### src/rtl/mem_port_arbiter_if.sv
// Signal bundle around the shared RAM port: fetch stage, MEM stage and RAM side.
// The arbiter takes the master view and the surrounding pipeline/RAM takes the slave view.
interface mem_port_arbiter_if #(
    parameter int ADDR_WIDTH = 32,
    parameter int WORD_WIDTH = 16
);
    logic                  if_req;
    logic [ADDR_WIDTH-1:0] if_addr;
    logic                  if_flush;
    logic                  if_ack;
    logic [WORD_WIDTH-1:0] if_rdata;

    logic                  ms_req;
    logic                  ms_we;
    logic [ADDR_WIDTH-1:0] ms_addr;
    logic [WORD_WIDTH-1:0] ms_wdata;
    logic                  ms_ack;
    logic [WORD_WIDTH-1:0] ms_rdata;
    logic                  stall;

    logic                  mem_req;
    logic                  mem_we;
    logic [ADDR_WIDTH-1:0] mem_addr;
    logic [WORD_WIDTH-1:0] mem_wdata;
    logic                  mem_ack;
    logic [WORD_WIDTH-1:0] mem_rdata;
    logic                  bus_error;

    modport master (
        input  if_req, if_addr, if_flush,
        input  ms_req, ms_we, ms_addr, ms_wdata,
        input  mem_ack, mem_rdata,
        output if_ack, if_rdata, ms_ack, ms_rdata, stall,
        output mem_req, mem_we, mem_addr, mem_wdata, bus_error
    );

    modport slave (
        output if_req, if_addr, if_flush,
        output ms_req, ms_we, ms_addr, ms_wdata,
        output mem_ack, mem_rdata,
        input  if_ack, if_rdata, ms_ack, ms_rdata, stall,
        input  mem_req, mem_we, mem_addr, mem_wdata, bus_error
    );
endinterface

### src/rtl/mem_port_arbiter.sv
// Single-port RAM arbiter between instruction fetch and the MEM stage: one transaction
// at a time, bounded fetch starvation, jump-flush discard and a sticky timeout error.
module mem_port_arbiter #(
    parameter int ADDR_WIDTH    = 32,
    parameter int WORD_WIDTH    = 16,
    parameter int MAX_MEM_BURST = 4,
    parameter int TIMEOUT       = 255
) (
    input  logic               gclk,
    input  logic               reset,
    mem_port_arbiter_if.master bus
);
    localparam int BW = $clog2(MAX_MEM_BURST + 1);
    localparam int TW = $clog2(TIMEOUT + 1);
    localparam logic [BW-1:0] BURST_MAX    = BW'(MAX_MEM_BURST);
    localparam logic [TW-1:0] TIMEOUT_LAST = TW'(TIMEOUT - 1);

    typedef enum logic [1:0] {
        IDLE    = 2'd0,
        BUSY_IF = 2'd1,
        BUSY_MS = 2'd2
    } state_t;

    state_t                state_r, state_s;
    logic                  mem_req_r, mem_req_s;
    logic                  mem_we_r, mem_we_s;
    logic [ADDR_WIDTH-1:0] mem_addr_r, mem_addr_s;
    logic [WORD_WIDTH-1:0] mem_wdata_r, mem_wdata_s;
    logic                  if_ack_r, if_ack_s;
    logic                  ms_ack_r, ms_ack_s;
    logic [WORD_WIDTH-1:0] if_rdata_r, if_rdata_s;
    logic [WORD_WIDTH-1:0] ms_rdata_r, ms_rdata_s;
    logic                  bus_error_r, bus_error_s;
    logic [BW-1:0]         burst_cnt_r, burst_cnt_s;
    logic [TW-1:0]         timer_r, timer_s;
    logic                  if_kill_r, if_kill_s;
    logic                  flushed_r, flushed_s;
    logic [ADDR_WIDTH-1:0] if_addr_prev_r;
    logic                  if_pend_s;
    logic [WORD_WIDTH-1:0] done_rdata_s;

    // A flush in the same cycle already counts as invalidating the fetch.
    assign if_pend_s    = bus.if_req & ~if_kill_r & ~bus.if_flush;
    assign done_rdata_s = bus.mem_ack ? bus.mem_rdata : {WORD_WIDTH{1'b0}};

    // Discard latch: set by a flush of a live fetch, cleared once the fetch request moves on.
    always_comb begin
        if_kill_s = if_kill_r;
        if (bus.if_req && bus.if_flush) begin
            if_kill_s = 1'b1;
        end else if (!bus.if_req || (bus.if_addr != if_addr_prev_r)) begin
            if_kill_s = 1'b0;
        end else begin
            if_kill_s = if_kill_r;
        end
    end

    // Next-state and next-output logic for arbitration and transaction sequencing.
    always_comb begin
        state_s     = state_r;
        mem_req_s   = mem_req_r;
        mem_we_s    = mem_we_r;
        mem_addr_s  = mem_addr_r;
        mem_wdata_s = mem_wdata_r;
        if_ack_s    = 1'b0;
        ms_ack_s    = 1'b0;
        if_rdata_s  = if_rdata_r;
        ms_rdata_s  = ms_rdata_r;
        bus_error_s = bus_error_r;
        burst_cnt_s = burst_cnt_r;
        timer_s     = timer_r;
        flushed_s   = flushed_r;
        case (state_r)
            IDLE: begin
                if (bus.ms_req && ((burst_cnt_r < BURST_MAX) || !if_pend_s)) begin
                    state_s     = BUSY_MS;
                    mem_req_s   = 1'b1;
                    mem_we_s    = bus.ms_we;
                    mem_addr_s  = bus.ms_addr;
                    mem_wdata_s = bus.ms_wdata;
                    timer_s     = {TW{1'b0}};
                    if (burst_cnt_r < BURST_MAX) begin
                        burst_cnt_s = burst_cnt_r + BW'(1);
                    end else begin
                        burst_cnt_s = burst_cnt_r;
                    end
                end else if (if_pend_s) begin
                    state_s     = BUSY_IF;
                    mem_req_s   = 1'b1;
                    mem_we_s    = 1'b0;
                    mem_addr_s  = bus.if_addr;
                    mem_wdata_s = {WORD_WIDTH{1'b0}};
                    timer_s     = {TW{1'b0}};
                    burst_cnt_s = {BW{1'b0}};
                    flushed_s   = 1'b0;
                end else if (!bus.ms_req) begin
                    burst_cnt_s = {BW{1'b0}};
                end else begin
                    burst_cnt_s = burst_cnt_r;
                end
            end
            BUSY_IF, BUSY_MS: begin
                if (bus.mem_ack || (timer_r == TIMEOUT_LAST)) begin
                    state_s   = IDLE;
                    mem_req_s = 1'b0;
                    flushed_s = 1'b0;
                    if (!bus.mem_ack) begin
                        bus_error_s = 1'b1;
                    end else begin
                        bus_error_s = bus_error_r;
                    end
                    // A flushed fetch still finishes on the RAM but is never reported.
                    if (state_r == BUSY_MS) begin
                        ms_ack_s   = 1'b1;
                        ms_rdata_s = done_rdata_s;
                    end else if (!(flushed_r || bus.if_flush)) begin
                        if_ack_s   = 1'b1;
                        if_rdata_s = done_rdata_s;
                    end else begin
                        if_rdata_s = if_rdata_r;
                    end
                end else begin
                    timer_s = timer_r + TW'(1);
                    if ((state_r == BUSY_IF) && bus.if_flush) begin
                        flushed_s = 1'b1;
                    end else begin
                        flushed_s = flushed_r;
                    end
                end
            end
            default: begin
                state_s   = IDLE;
                mem_req_s = 1'b0;
            end
        endcase
    end

    // State and output registers with synchronous reset.
    always_ff @(posedge gclk) begin
        if (reset) begin
            state_r        <= IDLE;
            mem_req_r      <= 1'b0;
            mem_we_r       <= 1'b0;
            mem_addr_r     <= {ADDR_WIDTH{1'b0}};
            mem_wdata_r    <= {WORD_WIDTH{1'b0}};
            if_ack_r       <= 1'b0;
            ms_ack_r       <= 1'b0;
            if_rdata_r     <= {WORD_WIDTH{1'b0}};
            ms_rdata_r     <= {WORD_WIDTH{1'b0}};
            bus_error_r    <= 1'b0;
            burst_cnt_r    <= {BW{1'b0}};
            timer_r        <= {TW{1'b0}};
            if_kill_r      <= 1'b0;
            flushed_r      <= 1'b0;
            if_addr_prev_r <= {ADDR_WIDTH{1'b0}};
        end else begin
            state_r        <= state_s;
            mem_req_r      <= mem_req_s;
            mem_we_r       <= mem_we_s;
            mem_addr_r     <= mem_addr_s;
            mem_wdata_r    <= mem_wdata_s;
            if_ack_r       <= if_ack_s;
            ms_ack_r       <= ms_ack_s;
            if_rdata_r     <= if_rdata_s;
            ms_rdata_r     <= ms_rdata_s;
            bus_error_r    <= bus_error_s;
            burst_cnt_r    <= burst_cnt_s;
            timer_r        <= timer_s;
            if_kill_r      <= if_kill_s;
            flushed_r      <= flushed_s;
            if_addr_prev_r <= bus.if_addr;
        end
    end

    assign bus.mem_req   = mem_req_r;
    assign bus.mem_we    = mem_we_r;
    assign bus.mem_addr  = mem_addr_r;
    assign bus.mem_wdata = mem_wdata_r;
    assign bus.if_ack    = if_ack_r;
    assign bus.ms_ack    = ms_ack_r;
    assign bus.if_rdata  = if_rdata_r;
    assign bus.ms_rdata  = ms_rdata_r;
    assign bus.bus_error = bus_error_r;
    assign bus.stall     = bus.ms_req & ~ms_ack_r;
endmodule

### src/flat_wrapper.sv
// flat-port wrapper written by rule: the top's interface ports become plain ports
module mem_port_arbiter_flat 
#(
    parameter int ADDR_WIDTH    = 32,
    parameter int WORD_WIDTH    = 16,
    parameter int MAX_MEM_BURST = 4,
    parameter int TIMEOUT       = 255
)
  (gclk, reset, bus_if_req, bus_if_addr, bus_if_flush, bus_ms_req, bus_ms_we, bus_ms_addr, bus_ms_wdata, bus_mem_ack, bus_mem_rdata, bus_if_ack, bus_if_rdata, bus_ms_ack, bus_ms_rdata, bus_stall, bus_mem_req, bus_mem_we, bus_mem_addr, bus_mem_wdata, bus_bus_error);
  mem_port_arbiter_if #(.ADDR_WIDTH(ADDR_WIDTH), .WORD_WIDTH(WORD_WIDTH)) bus_i ();
  input  logic gclk;
  input  logic reset;
  input wire logic [$bits(bus_i.if_req)-1:0] bus_if_req;
  input wire logic [$bits(bus_i.if_addr)-1:0] bus_if_addr;
  input wire logic [$bits(bus_i.if_flush)-1:0] bus_if_flush;
  input wire logic [$bits(bus_i.ms_req)-1:0] bus_ms_req;
  input wire logic [$bits(bus_i.ms_we)-1:0] bus_ms_we;
  input wire logic [$bits(bus_i.ms_addr)-1:0] bus_ms_addr;
  input wire logic [$bits(bus_i.ms_wdata)-1:0] bus_ms_wdata;
  input wire logic [$bits(bus_i.mem_ack)-1:0] bus_mem_ack;
  input wire logic [$bits(bus_i.mem_rdata)-1:0] bus_mem_rdata;
  output wire logic [$bits(bus_i.if_ack)-1:0] bus_if_ack;
  output wire logic [$bits(bus_i.if_rdata)-1:0] bus_if_rdata;
  output wire logic [$bits(bus_i.ms_ack)-1:0] bus_ms_ack;
  output wire logic [$bits(bus_i.ms_rdata)-1:0] bus_ms_rdata;
  output wire logic [$bits(bus_i.stall)-1:0] bus_stall;
  output wire logic [$bits(bus_i.mem_req)-1:0] bus_mem_req;
  output wire logic [$bits(bus_i.mem_we)-1:0] bus_mem_we;
  output wire logic [$bits(bus_i.mem_addr)-1:0] bus_mem_addr;
  output wire logic [$bits(bus_i.mem_wdata)-1:0] bus_mem_wdata;
  output wire logic [$bits(bus_i.bus_error)-1:0] bus_bus_error;
  assign bus_i.if_req = bus_if_req;
  assign bus_i.if_addr = bus_if_addr;
  assign bus_i.if_flush = bus_if_flush;
  assign bus_i.ms_req = bus_ms_req;
  assign bus_i.ms_we = bus_ms_we;
  assign bus_i.ms_addr = bus_ms_addr;
  assign bus_i.ms_wdata = bus_ms_wdata;
  assign bus_i.mem_ack = bus_mem_ack;
  assign bus_i.mem_rdata = bus_mem_rdata;
  assign bus_if_ack = bus_i.if_ack;
  assign bus_if_rdata = bus_i.if_rdata;
  assign bus_ms_ack = bus_i.ms_ack;
  assign bus_ms_rdata = bus_i.ms_rdata;
  assign bus_stall = bus_i.stall;
  assign bus_mem_req = bus_i.mem_req;
  assign bus_mem_we = bus_i.mem_we;
  assign bus_mem_addr = bus_i.mem_addr;
  assign bus_mem_wdata = bus_i.mem_wdata;
  assign bus_bus_error = bus_i.bus_error;
  mem_port_arbiter #(.ADDR_WIDTH(ADDR_WIDTH), .WORD_WIDTH(WORD_WIDTH), .MAX_MEM_BURST(MAX_MEM_BURST), .TIMEOUT(TIMEOUT)) u_core (.gclk(gclk), .reset(reset), .bus(bus_i));
endmodule
### config.mk
export PLATFORM = sky130hd
export DESIGN_NAME = mem_port_arbiter_flat
export DESIGN_NICKNAME = d
export VERILOG_FILES = /design/src/rtl/mem_port_arbiter_if.sv /design/src/rtl/mem_port_arbiter.sv /design/src/flat_wrapper.sv
export SDC_FILE = /design/constraint.sdc
export NUM_CORES = 1
export LEC_CHECK = 0
export CAP_MARGIN = 20
export CORE_ASPECT_RATIO = 1.25
export CORE_MARGIN = 3
export CORE_UTILIZATION = 35
export DETAILED_ROUTE_END_ITERATION = 12
export GPL_TIMING_DRIVEN = 0
export SLEW_MARGIN = 20
export SYNTH_ARGS = -nofsm -noshare
export SYNTH_HDL_FRONTEND = slang
export SYNTH_SLANG_ARGS = --single-unit
### constraint.sdc
create_clock -name gclk -period 2.8 [get_ports gclk]
set_clock_uncertainty 0.05 [all_clocks]
set_input_delay 0.28 -clock gclk [delete_from_list [all_inputs] [get_ports gclk]]
set_output_delay 0.28 -clock gclk [all_outputs]
set_load 0.005 [all_outputs]
Yosys cells after proc, flatten, opt, wreduce, memory -nomap -nowiden
Cells that the tools add are included.
Widths: inputs -> output; s select.
Storage, ports and cells
  register bits after elaboration: 132
  logic and storage cells: 96
  output and inout port bits: 86
  bits of input ports: 103
Operators by class
  add/subtract/negate cells: 2
  bitwise logic cells: 11
  order comparisons: 1
  equality and inequality tests: 12
  multiplexer cells: 31
  reductions and logical operators: 24
Operators by type and width (count)
  $mux 32: 2
  $mux 16: 3
  $ne 32x32->1: 1
  $mux 8: 3
  $pmux 8 s2: 1
  $mux 1: 12
  $mux 3: 4
  $reduce_and 3->1: 4
  $ne 3x1->1 const B: 3
  $add 8x1->8 const B: 1
  $eq 8x8->1 const B: 1
  $not 1->1: 8
  $reduce_and 4->1: 2
  $mux 2: 3
  $ne 2x1->1 const B: 3
  $reduce_bool 2->1: 3
  $logic_or 1x1->1: 4
  $ne 2x2->1 const B: 2
  $pmux 1 s2: 2
  $pmux 2 s2: 1
  $reduce_and 2->1: 2
  $reduce_or 4->1: 1
  $add 3x1->3 const B: 1
  $and 1x1->1: 3
  8 further kinds: 11

Logic depth before layout (Yosys ltp)
  depth after elaboration: 8
  mapped depth: 9
  gate-level depth less buffers: 7

Least setup slack after synthesis
No wires, ideal clock.
  kind: flip-flop to flip-flop
  start: register u_core.state_r[0]
  end: register u_core.timer_r[7]
  data arrival time: 1.796 ns
  buffers on the path: 1
  required time: 2.680 ns
  library setup time: 0.070 ns
  setup slack: 0.884 ns
  clock period less this slack: 1.916 ns
  stages on the path, launching flop included: 9
  path through: dfxtp_1 -> inv_1 -> ha_1 -> clkbuf_1 -> nor2b_1 -> a21oi_4 -> nand2_4 -> or4_1 -> a21oi_1
Between the ends
  longest elaborated chain between the ends: 4
Ends and longest elaborated chain
  start: declaration: RTL line mem_port_arbiter.sv:24  | state_t state_r, state_s;
  start signal: assignment: RTL line mem_port_arbiter.sv:157  | state_r <= state_s;
  $eq 2x1->1 / $eq 2x2->1 (equally long branches): RTL line mem_port_arbiter.sv:73  | case (state_r)
  $reduce_or 2->1: RTL line mem_port_arbiter.sv:73
  $ne 2x2->1 (no source line) / $reduce_bool 2->1 (equally long branches)
  $reduce_and 3->1 (no source line)
  end signal: assignment: RTL line mem_port_arbiter.sv:152  | timer_r <= {TW{1'b0}};
  end signal: assignment: RTL line mem_port_arbiter.sv:168  | timer_r <= timer_s;
  end: declaration: RTL line mem_port_arbiter.sv:35  | logic [TW-1:0] timer_r, timer_s;
Parallel ways exist; a longest one is shown, timed or not.
A chain may end at the register's enable or synchronous reset.

Worst setup path in the final report
  start: register u_core.state_r[0]
  end: register u_core.if_rdata_r[9], in the netlist u_core.bus.if_rdata[9]
Between the ends
  longest elaborated chain between the ends: 3
Ends and longest elaborated chain
  $eq 2x1->1 / $eq 2x2->1 (equally long branches): RTL line mem_port_arbiter.sv:73, mem_port_arbiter.sv:113
  $reduce_or 2->1 / $not 1->1 (equally long branches)
  $reduce_and 4->1 (no source line) *
  end signal: assignment: RTL line mem_port_arbiter.sv:148  | if_rdata_r <= {WORD_WIDTH{1'b0}};
  end signal: assignment: RTL line mem_port_arbiter.sv:164  | if_rdata_r <= if_rdata_s;
  end: declaration: RTL line mem_port_arbiter.sv:31  | logic [WORD_WIDTH-1:0] if_rdata_r, if_rdata_s;
Mark *: on every way between the ends. The rest lies on a longest branch, timed or not.

==> run_results.csv <==
group,metric,value,unit
status,status,"finished clean",
power_and_ir_drop,ir_worst_vdd,0.000324,V
drt,first_pass_iters,6,
sta,maxClockFrequency,413,MHz
sta,slew_violations,0,
hold_path,hp-class,"reg2reg",
global_route,grtUsageTotal,20.0,%
critical_path,crit_chain,"inv_1, ha_1, nor3_1, nand2b_1, clkbuf_1, buf_2, nand2_1, a21oi_1",
drt,wl_per_cell,16.8,um
critical_path,path_buf_inv,3,
final_layout,antenna_cells,0,
power_and_ir_drop,power_density,688,nW/um2
placed_design,portBuffers,188,
synthesis,syn_avg_cell_area,9.43,um2
drt,vias,4916,
drt,via_per_inst,5.12,
critical_path,critical_path.startpoint_type,"flop",
drt,drtIter0Drc,213,
run,maxCapViolCount,0,
global_route,grt_pass1_wl,26300,um
critical_path,slowest_delay,0.79,ns
synthesis,synthArstFlopShare,0,%
sta,setup_tns,0,ns
critical_path,r2r_setup_slack,0.38,ns
global_route,antenna_found_initial,0,
cts,ctsHoldBuffers,0,
synthesis,syn_nets,673,
cts,htreeDepth,4,
global_route,grt_pass1_vias,5164,
synthesis,synth.area.top_cells,"dfxtp_1, mux2i_1, nor2_1",
floorplan,initial_utilization,36.2,%
floorplan,ios,189,
synthesis,synth_compound_area_share,14.7,%
cts,cts.sinks,132,
synthesis,ys.warnings.count,0,
cts,cts_resized,0,
synthesis,synth-adder-area-share,1.65,%
placed_design,gp_routability_congestion,0.773,
sta,setup_viol,0,
synthesis,yosys.area_share.simple,18.7,%
hold_path,worstHoldStart,"u_core.bus.if_rdata[5]$_SDFFE_PP0P_",
synthesis,yosysUniqueCellTypes,41,
synthesis,syn_inst,563,
cts,cts_buffers,17,
critical_path,r2r_cells,8,
synthesis,synthXorXnorAreaFrac,5.44,%
final_layout,syn2layout_area_growth,51.8,%
drt,wl,16100,um
synthesis,synth.cell_area,5310,um2
global_route,grt_start_max_net_pins,17,
power_and_ir_drop,leakage,3.04,nW
sta,hold_violations,0,
global_route,grt_remaining_overflow,0,
synthesis,synth_most_common_cell,"dfxtp_1",
synthesis,yosys.area.top_type,"dfxtp_1",
synthesis,synthMuxAreaShare,6.41,%
critical_path,slowest_stage,"nor3_1",
drt,drcViolationCount,0,
final_layout,fin_nets,880,
critical_path,timing.rr.end,"u_core.bus.if_rdata[9]$_SDFFE_PP0P_",
sta,rsz0062_at_grt,"false",
cts,cts_tree,"yes",
floorplan,rows,49,
hold_path,hold_end,"u_core.bus.if_rdata[5]$_SDFFE_PP0P_",
critical_path,end_kind,"flop",
floorplan,die_w,116,um
synthesis,yosysSeqAreaShare,49.8,%
floorplan,dieArea,16700,um2
floorplan,fp.dieH,144,um
synthesis,synth_edf_count,0,
critical_path,setup.worst_path.class,"reg2reg",
placed_design,dp_slack,0.275,ns
critical_path,crit_family,"simple AND/OR/NAND/NOR gates",
synthesis,ys.flop_type,"dfxtp_1",
cts,post_cts_buffers,0,
synthesis,ys_seq_elements,132,
cts,clock_path_buffers,2,
sta,post-route-period-util,86.4,%
synthesis,synth_top_family_by_area,"simple AND/OR/NAND/NOR gates",
cts,clk_latency,0.41,ns
critical_path,crit_fanout,10,
synthesis,synth.top_cell.area_share,49.8,%
sta,setup_ws,0.381,ns
final_layout,drive_gt1_share,5.50,%
hold_path,holdPathStages,2,
synthesis,ys_top_cells_by_count,"dfxtp_1, nor2_1, nor2b_1",
sta,timing.final.crit_period,2.42,ns
cts,root_buffer,"clkbuf_16",
sta,tightest_slew,0.971,ns
cts,clkTransAtPathRegs,0.06,ns
placed_design,dp_hpwl,12500,um
sta,maxSlewHeadroom,34.7,%
final_layout,final_util,55.0,%
drt,drt.antenna.violating_nets,0,
critical_path,rr_startpoint,"u_core.state_r[0]$_SDFFE_PP0P_",
floorplan,fp.coreArea,14700,um2
critical_path,crit_arrival,2.64,ns
critical_path,required,3.02,ns
flip-flops by register name (all words and copies together), names as in the netlist:
register	count
u_core.burst_cnt_r	3
u_core.bus.bus_error	1
u_core.bus.if_ack	1
u_core.bus.if_rdata	16
u_core.bus.mem_addr	32
u_core.bus.mem_req	1
u_core.bus.mem_wdata	16
u_core.bus.mem_we	1
u_core.bus.ms_ack	1
u_core.bus.ms_rdata	16
u_core.flushed_r	1
u_core.if_addr_prev_r	32
u_core.if_kill_r	1
u_core.state_r	2
u_core.timer_r	8
power by group:
part | switching (W) | internal (W)
registers | 0.0000795 | 0.00203
clock network | 0.000822 | 0.00160
logic | 0.000492 | 0.000525
per-layer routing:
metal  vias to the layer above  GRT usage [%]  share of wire [%]
li1                       2411              -                  -
met1                      2328           22.4                 40
met2                       152           36.0                 52
met3                        25           5.86                6.3
met4                         0           6.84                1.9
met5                         -              0                  0
worst reg2reg max path, stage by stage, from the launching register on:
cell and delay [ns]:
dfxtp_1 0.40, inv_1 0.09, ha_1 0.23, nor3_1 0.79
nand2b_1 0.10, clkbuf_1 0.23, buf_2 0.24, nand2_1 0.09
a21oi_1 0.06
worst max path at each step:
| stage | startpoint | cells past startpoint | end |
|---|---|---|---|
| 2_1_floorplan | u_core.state_r[0]$_SDFFE_PP0P_ | 8 | u_core.timer_r[7]$_SDFFE_PP0P_ |
| 3_3_place_gp | bus_if_flush | 7 | u_core.bus.if_rdata[5]$_SDFFE_PP0P_ |
| 3_5_place_dp | bus_if_flush | 7 | u_core.bus.if_rdata[9]$_SDFFE_PP0P_ |
| 4_1_cts | u_core.state_r[0]$_SDFFE_PP0P_ | 8 | u_core.bus.if_rdata[9]$_SDFFE_PP0P_ |
| 5_1_grt | u_core.state_r[0]$_SDFFE_PP0P_ | 8 | u_core.bus.if_rdata[11]$_SDFFE_PP0P_ |
| 6_report | u_core.state_r[0]$_SDFFE_PP0P_ | 8 | u_core.bus.if_rdata[9]$_SDFFE_PP0P_ |
cell families after synthesis:
group           Yosys count
simple gates            200
flops                   132
compound gates          113
buf+inv                  44
mux                      34
xor+xnor                 33
fa+ha+maj                 7
layout make-up:
cell class / instances / area [um2]
Fill cell: 1345 / 6590
Sequential cell: 132 / 2640
Multi-Input combinational cell: 387 / 2490
Timing Repair Buffer: 188 / 1880
Clock buffer: 18 / 439
Tap cell: 178 / 223
Clock inverter: 13 / 206
Buffer: 40 / 160
Inverter: 4 / 15.0
layout by cell type (no fill, tap or decap), drive strengths merged, types with 7 or more instances in the layout:
master / netlist / layout
nor2b: 38 / 38
nor2: 80 / 80
a211oi: 32 / 32
xnor2: 9 / 9
a32oi: 8 / 8
dfxtp: 132 / 132
ha: 7 / 7
mux2i: 34 / 34
clkdlybuf4s50: 0 / 188
a21oi: 30 / 30
nand2: 27 / 27
xor2: 24 / 24
clkbuf: 31 / 49
buf: 9 / 9
a22oi: 27 / 27
nor3: 7 / 7
nand4: 22 / 22
through the flow:
stage | std cells | area (um2) | hold slack [ns] | total power, W
after floorplan | 563 | 5310 | 0.358 | 0.00261
after global routing | 960 | 8060 | 0.423 | 0.00583
after detailed placement | 929 | 7420 | 0.397 | 0.00317
final | 960 | 8060 | 0.404 | 0.00555
after CTS | 960 | 8060 | 0.405 | 0.00561
after global placement | 929 | 7420 | 0.394 | 0.00315
Note: power is estimated with default switching activity, not from simulation.
